===== config.mk =====
export PLATFORM = sky130hd
export DESIGN_NAME = seq_divider_16bit
export DESIGN_NICKNAME = d
export VERILOG_FILES = /design/src/rtl/seq_divider_16bit.sv
export SDC_FILE = /design/constraint.sdc
export NUM_CORES = 1
export LEC_CHECK = 0
export ABC_AREA = 0
export CAP_MARGIN = 0
export CELL_PAD_IN_SITES_DETAIL_PLACEMENT = 1
export CELL_PAD_IN_SITES_GLOBAL_PLACEMENT = 2
export CORE_MARGIN = 2
export CORE_UTILIZATION = 31
export DETAILED_ROUTE_END_ITERATION = 8
export MAX_ROUTING_LAYER = met4
export PLACE_DENSITY = 0.87
export SYNTH_ARGS = -nofsm -noshare
export SYNTH_HDL_FRONTEND = slang
export SYNTH_SLANG_ARGS = --single-unit

===== constraint.sdc =====
create_clock -name clk -period 3.28 [get_ports clk]
set_input_delay 0.656 -clock clk [delete_from_list [all_inputs] [get_ports clk]]
set_output_delay 0.656 -clock clk [all_outputs]
set_load 0.005 [all_outputs]

===== src/rtl/seq_divider_16bit.sv =====
`default_nettype none
// ============================================================================
// Module   : seq_divider_16bit
// Brief    : Multi-cycle unsigned restoring divider, one quotient bit per
//            cycle, start/bsy/done handshake with divide-by-zero flag.
// Revision : 1.0 - initial release
// ============================================================================
module seq_divider_16bit #(
    parameter int WIDTH = 16
) (
    input  logic             clk,
    input  logic             rst,
    input  logic             start,
    input  logic [WIDTH-1:0] a,
    input  logic [WIDTH-1:0] b,
    output logic [WIDTH-1:0] quotient,
    output logic [WIDTH-1:0] remainder,
    output logic             done,
    output logic             bsy,
    output logic             div_by_zero
);

    localparam int             CW         = (WIDTH > 1) ? $clog2(WIDTH) : 1;
    localparam logic [CW-1:0]  c_CNT_LAST = CW'(WIDTH - 1);

    localparam logic [1:0] c_IDLE = 2'd0;
    localparam logic [1:0] c_CALC = 2'd1;
    localparam logic [1:0] c_DONE = 2'd2;

    logic [1:0]       r_state;
    logic [CW-1:0]    r_cnt;
    logic [WIDTH-1:0] r_rem;
    logic [WIDTH-1:0] r_dvd;
    logic [WIDTH-1:0] r_dvs;

    logic [WIDTH:0]   w_shifted;
    logic [WIDTH:0]   w_trial;
    logic [WIDTH-1:0] w_rem_next;
    logic [WIDTH-1:0] w_dvd_next;

    // The dividend register doubles as the quotient shift register: each step
    // shifts its MSB into the partial remainder and the new quotient bit in.
    assign w_shifted  = {r_rem, r_dvd[WIDTH-1]};
    assign w_trial    = w_shifted - {1'b0, r_dvs};
    assign w_rem_next = w_trial[WIDTH] ? w_shifted[WIDTH-1:0] : w_trial[WIDTH-1:0];
    assign w_dvd_next = {r_dvd[WIDTH-2:0], ~w_trial[WIDTH]};

    always_ff @(posedge clk) begin
        if (!rst) begin
            r_state     <= c_IDLE;
            r_cnt       <= '0;
            r_rem       <= '0;
            r_dvd       <= '0;
            r_dvs       <= '0;
            quotient    <= '0;
            remainder   <= '0;
            done        <= 1'b0;
            bsy         <= 1'b0;
            div_by_zero <= 1'b0;
        end else begin
            case (r_state)
                c_IDLE, c_DONE: begin
                    if (start) begin
                        if (b != '0) begin
                            r_state <= c_CALC;
                            r_dvd   <= a;
                            r_dvs   <= b;
                            r_rem   <= '0;
                            r_cnt   <= c_CNT_LAST;
                            bsy     <= 1'b1;
                            done    <= 1'b0;
                        end else begin
                            // Zero divisor completes immediately without iterating.
                            r_state     <= c_DONE;
                            quotient    <= '1;
                            remainder   <= a;
                            div_by_zero <= 1'b1;
                            done        <= 1'b1;
                            bsy         <= 1'b0;
                        end
                    end else begin
                        r_state <= c_IDLE;
                        done    <= 1'b0;
                    end
                end
                c_CALC: begin
                    r_rem <= w_rem_next;
                    r_dvd <= w_dvd_next;
                    r_cnt <= r_cnt - 1'b1;
                    if (r_cnt == '0) begin
                        r_state     <= c_DONE;
                        quotient    <= w_dvd_next;
                        remainder   <= w_rem_next;
                        div_by_zero <= 1'b0;
                        done        <= 1'b1;
                        bsy         <= 1'b0;
                    end
                end
                default: begin
                    r_state <= c_IDLE;
                    done    <= 1'b0;
                    bsy     <= 1'b0;
                end
            endcase
        end
    end

endmodule
`default_nettype wire


-- Word-level counts from Yosys, hierarchy flattened
Index checks and enable logic that the tools add are counted.
- $add $sub $neg: 2
- equal/unequal tests: 6
- muxes and demuxes: 33
- bitwise gates (word level): 1
- reductions and logical operators: 9
- operators with widths (kind ; count):
    $mux 16 ; 11
    $pmux 16 s2 ; 4
    $sub 17x16->17 ; 1
    $reduce_bool 16->1 ; 1
    $mux 1 ; 8
    $mux 4 ; 2
    $ne 2x2->1 const B ; 4
    $pmux 4 s2 ; 1
    $mux 2 ; 3
    $pmux 1 s2 ; 3
    $reduce_and 3->1 ; 2
    $logic_not 4->1 ; 1
    $pmux 2 s2 ; 1
    $reduce_and 4->1 ; 1
    $sub 4x1->4 const B ; 1
    $eq 2x1->1 const B ; 1
    $eq 2x2->1 const B ; 1
    $logic_not 2->1 ; 1
    $reduce_and 2->1 ; 1
    $reduce_bool 2->1 ; 1
    $reduce_or 2->1 ; 1
    $not 1->1 ; 1
- bits in registers: 89
- input bits: 35
- output and inout bits: 35
- logic and storage cells: 61

-- Depth between registers and ports, before layout
Gate-level depths: netlist of run 1.
- depth after elaboration: 4
- gate-level depth with buffers: 11

-- Worst setup path after synthesis of run 1
OpenSTA, ideal clock, no wires.
- path type: register -> register
- start point: register r_dvd[15]
- end point: register r_rem[12]
- arrival time: 2.455 ns
- required time: 3.210 ns
- path slack: 0.756 ns
- cell stages (with the launch flop): 12
- buffers on the path: 1
- period minus slack after synthesis: 2.524 ns
- cells stage by stage: dfxtp_1 -> inv_1 -> ha_1 -> fa_1 -> nand2b_1 -> a21oi_1 -> o211ai_1 -> o21ai_4 -> mux2i_1 -> buf_6 -> o21ai_0 -> a21oi_1
- cells in the longest elaborated chain, start to end: 3
- RTL lines (item ; line ; source):
    start, declared ; 33 ; logic [WIDTH-1:0] r_dvd;
    start signal, assigned ; 88 ; r_dvd <= w_dvd_next;
    $sub 17x16->17 ; 44 ; assign w_trial = w_shifted - {1'b0, r_dvs};
    $mux 16 ; 45 ; assign w_rem_next = w_trial[WIDTH] ? w_shifted[WIDTH-1:0] : w_trial[WIDTH-1:0];
    $pmux 16 s2 ; 61 ; case (r_state)
    end signal, assigned ; 87 ; r_rem <= w_rem_next;
    end, declared ; 32 ; logic [WIDTH-1:0] r_rem;
No other way between the ends.
A chain may end at the register's enable or synchronous reset.

-- Worst setup path in the final report of run 1
- start point: register r_dvd[15]
- end point: register remainder[5]
- cells in the longest elaborated chain, start to end: 4
- RTL lines (item ; line ; source):
    $sub 17x16->17 ; 44 ;
    $mux 16 ; 45 ;
    $mux 16 ; 90 ; if (r_cnt == '0) begin
    $pmux 16 s2 ; 61 ;
    end signal, assigned ; 93 ; remainder <= w_rem_next;
    end, declared ; 17 ; output logic [WIDTH-1:0] remainder,
No other way between the ends. The select of a mux whose other input is x is not followed.

==> results of run 1 <==
==> worst max-delay path by stage <==
stage / from / end / slack (ps) / cells after the start
after detailed placement: b[11] / r_dvd[0] / 90 / 9
after floorplan: r_dvd[15] / r_rem[12] / 760 / 11
final: r_dvd[15] / remainder[5] / 230 / 12
after global placement: b[11] / r_dvd[0] / 200 / 9
after CTS: r_dvd[15] / r_rem[6] / 250 / 12
after global routing: r_dvd[15] / r_rem[6] / 60 / 12
==> synthesized netlist by cell type (2+ instances only) <==
cell type  count  area share
nor3b_1       17       0.028
nor2_1        27       0.022
nand4_1        3      0.0042
buf_6          2      0.0050
mux2i_1        4      0.0089
o211ai_1       4      0.0066
xor2_1         7       0.014
buf_1          2      0.0017
nand3_1        6      0.0066
o21ai_0       58       0.064
inv_1         24       0.020
nand2b_1       7      0.0097
a21oi_1       53       0.059
nor3_1        19       0.021
and2_1         2      0.0028
a21boi_0      19       0.032
clkbuf_1      32       0.027
o31ai_1        3      0.0050
a22oi_1        5      0.0083
nor4_1         4      0.0055
a31oi_1       27       0.037
o21a_1         3      0.0050
ha_1          17       0.047
nand2_1      108       0.090
a221oi_1       2      0.0039
o211a_1        3      0.0066
buf_2          3      0.0033
nor2b_1        3      0.0042
a21oi_2        3      0.0058
xnor2_1        5      0.0097
dfxtp_1       88        0.39
==> state kept, by name (all words and copies together), names as in the netlist <==
signal,cells
r_state,1
done,1
r_cnt,4
div_by_zero,1
quotient,16
r_dvd,16
remainder,16
r_dvs,16
bsy,1
r_rem,16
==> area by class of cell <==
| class | count | area share |
|---|---|---|
| multi-input combinational | 429 | 0.4406 |
| sequential | 88 | 0.3094 |
| timing repair buffer | 84 | 0.1402 |
| inverter | 24 | 0.01582 |
| clock inverter | 6 | 0.01165 |
| clock buffer | 10 | 0.04197 |
| tap | 184 | 0.04043 |
==> per-layer routing <==
layer	vias up	track usage	routed length [µm]
li1	2145	-	-
met1	2075	0.2303	6464
met2	79	0.3022	6624
met3	12	0.03308	461
met4	0	0.05882	201
met5	-	-	0
==> report_power, final <==
group          total, µW  switching (µW)  internal, µW
Sequential          1260            85.3          1170
Clock               1070             459           614
Combinational       1020             587           437
==> cells by family after synthesis <==
group,after synthesis,share of synthesized area
simple gates,201,0.2038
compound gates,192,0.2587
flops,88,0.3899
buf+inv,63,0.05650
fa+ha+maj,18,0.05151
xor+xnor,12,0.02326
mux,6,0.01634
==> per-stage QoR <==
stage	total power [µW]	util	area (µm²)	hold slack, ps
5_1_grt	3556	0.3963	5694	487.8
3_5_place_dp	2302	0.3750	5389	459.0
2_1_floorplan	1958	-	4518	443.5
4_1_cts	3377	0.3963	5694	468.0
6_report	3353	0.3963	5694	462.9
3_3_place_gp	2257	0.3750	5389	454.1
==> worst max-delay path, cell delays in order (launching register included) <==
cell and delay, ps:
dfxtp_1 420, inv_1 70, ha_1 220, fa_1 390, nand2b_1 230, a21oi_1 230, o211ai_1 200, o21ai_4 230
buf_4 170, mux2i_1 70, buf_4 190, a22oi_1 370, a21oi_1 110
==> metrics, run 1 <==
status=complete, no violations; layout cells sized above 1=0.06864; Placed Cells incl. Taps=809; Pleak=0.002123 µW; Avg Vias per Cell=5.225; maxcap violations=0; commonest non-fill, non-tap cell in the layout=nand2_1; Reg2Reg Depth=12; Pre-antenna DRT Iters=4; 1st-iter DRT viols=277; Finished Layout Cells=825; setup TNS=0 ps; vias in the first global route=4,408; critical path peak fanout=13; cell area after synthesis=0.004518 mm²; Starting Density=0.3144; largest net degree at the start of global routing=51; Clock Path Buffers=2; HP Class=flip-flop to flip-flop; GP Congestion=0.8232; cts bufs inserted=9; pre-CTS setup slack=86.53 ps; share of flip-flops with an asynchronous set or reset=0; worst skew pair latency=360 ps; flops & latches, synth=88; Yosys cell types=51; Max VDD drop=0.2425 mV; post-layout min period=3045 ps; Post-synth EDFFs=0; Worst EP arrival=3270 ps; WHS Path Cells=2; FF-to-FF setup slack=230 ps; Synth Warn #=0; most frequent cells in the layout=nand2_1, dfxtp_1, clkdlybuf4s50_1; Synth Instances=580; Die H=124.7 µm; Root Driver=clkbuf_16; Hold Startpoint=r_dvs[5]; Nets=689; Worst Setup End Kind=flip-flop; worst setup path class=flip-flop to flip-flop; initial antenna violation count=0; # setup viols final=0; IO buf count=69; ANT nets after route=0; CTS Sinks=88; clk_skew=10.34 ps; worst rel slew slack=0.2190; Placeable Area=0.01437 mm²; routed via count=4,311; setup slack after layout=234.9 ps; Area Overhead vs Synth=26.03%; worst slew pin tran=1166 ps; Die ar.=0.01556 mm²; # IOs=70; Post CTS Setup Buffer Count=0; sequential element share of the synthesized area=0.3899; Max Freq=0.3284 GHz; fillcell total=1,732; number of hold buffers added after cts=0; DP Wirelength=10.35 mm; max-slew violations=0; RR Startpoint=r_dvd[15]; RSZ-0062 raised after global routing=false; CP required=3510 ps; routed len/inst=16.67 µm; post-synthesis net count=633; Total Routing Usage GR=0.1841; period utilization=0.9284; CP Launch Type=flip-flop; worst r2r dst=remainder[5]; post_cts resized=0; total gr overflow=0; Worst Hold End=r_dvs[5]; CTS tree=done; FP Rows=44; # DRC=0; Multi-input gate area=0.002509 mm²; global-route wire length before repair=22.49 mm; pwr dens=588.8 mW/mm²; clock slew at reported path FFs=70 ps; chip width=124.7 µm; DRT Wirelength=13.75 mm; H-tree levels=3; Mapped Avg Cell Area=7.790 µm²; Sequential Area=0.001762 mm²; Antenna Cells=0; final hold vios=0; Top FF cell, synth=dfxtp_1
(Power assumes the default switching activity.)
==> inputs of run 2 (changes only) <==
--- a/config.mk
+++ b/config.mk
@@ -7,7 +7,7 @@
 export LEC_CHECK = 0
 export ABC_AREA = 0
 export CAP_MARGIN = 0
-export CELL_PAD_IN_SITES_DETAIL_PLACEMENT = 1
+export CELL_PAD_IN_SITES_DETAIL_PLACEMENT = 2
 export CELL_PAD_IN_SITES_GLOBAL_PLACEMENT = 2
 export CORE_MARGIN = 2
 export CORE_UTILIZATION = 31
==> run 2 against run 1 <==
  * Fmax is 0.67% lower
  * Non-clock buffer count stayed put
  * Final cell count is 0.12% lower
  * First-iteration DRC count is 32% lower
  * Sequential share of layout area is 0.23 points higher
  * Die area stayed put
  * Clock power is 10% lower
  * Utilization is 0.29 points lower
==> metrics, run 2 (synthesis results as in run 1) <==
status=complete, no violations (unchanged); DRT Wirelength=15.58 mm (was 13.75 mm); Die H=124.7 µm (unchanged); pwr dens=580.5 mW/mm² (was 588.8 mW/mm²); Hold Startpoint=r_dvs[5] (unchanged); Clock Path Buffers=2 (unchanged); Avg Vias per Cell=5.403 (was 5.225); number of hold buffers added after cts=0 (unchanged); period utilization=0.9346 (was 0.9284); design area=0.005653 mm² (was 0.005694 mm²); worst setup path class=flip-flop to flip-flop (unchanged); cts bufs inserted=9 (unchanged); layout cells sized above 1=0.06563 (was 0.06864); Nets=689 (unchanged); IO buf count=69 (unchanged); # DRC=0 (unchanged); commonest non-fill, non-tap cell in the layout=nand2_1 (unchanged); CTS Sinks=88 (unchanged); met1 GRT Util=0.2416 (was 0.2303); Placeable Area=0.01437 mm² (unchanged); HP Class=flip-flop to flip-flop (unchanged); vias in the first global route=4,870 (was 4,408); clock slew at reported path FFs=70 ps (about the same); placed inst area=0.005389 mm² (unchanged); CTS tree=done (unchanged); grt met3 use=0.02577 (was 0.03308); routed via count=4,452 (was 4,311); max-slew violations=0 (unchanged); met2 Resource Use GR=0.3677 (was 0.3022); clk_skew=10.42 ps (was 10.34 ps); CP Launch Type=flip-flop (unchanged); worst slew pin tran=1185 ps (was 1166 ps); total gr overflow=0 (unchanged); chip width=124.7 µm (unchanged); Pre-antenna DRT Iters=4 (unchanged); global-route wire length before repair=25.12 mm (was 22.49 mm); critical path peak fanout=13 (unchanged); Crit. Startpoint=r_dvd[15] (unchanged); most frequent cells in the layout=nand2_1, dfxtp_1, clkdlybuf4s50_1 (unchanged); RR Startpoint=r_dvd[15] (unchanged); # IOs=70 (unchanged); final hold vios=0 (unchanged); Area Overhead vs Synth=25.12% (was 26.03%); Antenna Cells=0 (unchanged); # setup viols final=0 (unchanged); FP Rows=44 (unchanged); routed len/inst=18.90 µm (was 16.67 µm); Total Routing Usage GR=0.2069 (was 0.1841); worst skew pair latency=350 ps (was 360 ps); worst rel slew slack=0.2062 (was 0.2190); Max VDD drop=0.2502 mV (was 0.2425 mV); RSZ-0062 raised after global routing=false (unchanged); Reg2Reg Depth=12 (unchanged); maxcap violations=0 (unchanged); Post CTS Setup Buffer Count=0 (unchanged); Worst Setup End Kind=flip-flop (unchanged); Worst EP arrival=3290 ps (was 3270 ps); Die ar.=0.01556 mm² (unchanged); WHS Path Cells=2 (unchanged); Tot Pwr=3282 µW (was 3353 µW); Starting Density=0.3144 (unchanged); 1st-iter DRT viols=188 (was 277); ANT nets after route=0 (unchanged); initial antenna violation count=0 (unchanged); CP required=3500 ps (was 3510 ps); largest net degree at the start of global routing=51 (unchanged); post_cts resized=0 (unchanged); setup TNS=0 ps (unchanged); GP Congestion=0.8232 (unchanged); post-layout min period=3066 ps (was 3045 ps); DP Wirelength=11.71 mm (was 10.35 mm); H-tree levels=3 (unchanged); Root Driver=clkbuf_16 (unchanged); Max Freq=0.3262 GHz (was 0.3284 GHz); grt peak-use layer=met2 (unchanged); Pleak=0.002099 µW (was 0.002123 µW)
[run 2: power breakdown]
part	internal (µW)	switching, µW
Clock	510	448
Combinational	438	624
Sequential	1170	91.0
[run 2: area by class of cell]
class	instances	area [µm²]
repair buffers	84	798.3
multi-input cells	429	2509
clock inverters	5	35.03
clock buffers	10	229.0
fillers	1638	8716
inverters	24	90.09
well taps	184	230.2
flip-flops and latches	88	1762
[run 2: metrics by stage]
stage	utilization	setup slack (ps)	hold slack, ps	instances
2_1_floorplan	-	755.6	443.5	580
3_3_place_gp	0.3750	197.5	454.1	809
3_5_place_dp	0.3750	32.60	459.5	809
4_1_cts	0.3934	198.9	468.0	824
5_1_grt	0.3934	26.81	482.5	824
6_report	0.3934	214.5	461.6	824
[run 2: path summary, 6_finish.rpt]
path	endpoint	slack [ps]
hold / removal	r_dvs[5]	460
setup reg to reg	r_rem[6]	210
hold reg to reg	r_dvs[5]	460
setup / recovery	r_rem[6]	210
[run 2: routing by layer]
layer / wire length (µm) / part of all wire
met5: 0 / 0
met4: 259 / 0.017
met3: 368 / 0.024
met2: 7874 / 0.51
met1: 7073 / 0.45
[run 2: critical path: stages, from the launching register on]
cell	delay (ps)
dfxtp_1	430
inv_1	70
ha_1	230
fa_1	390
nand2b_1	230
a21oi_1	210
o211ai_1	190
o21ai_4	230
buf_4	170
mux2i_1	70
buf_4	200
a22oi_1	370
a21oi_1	150
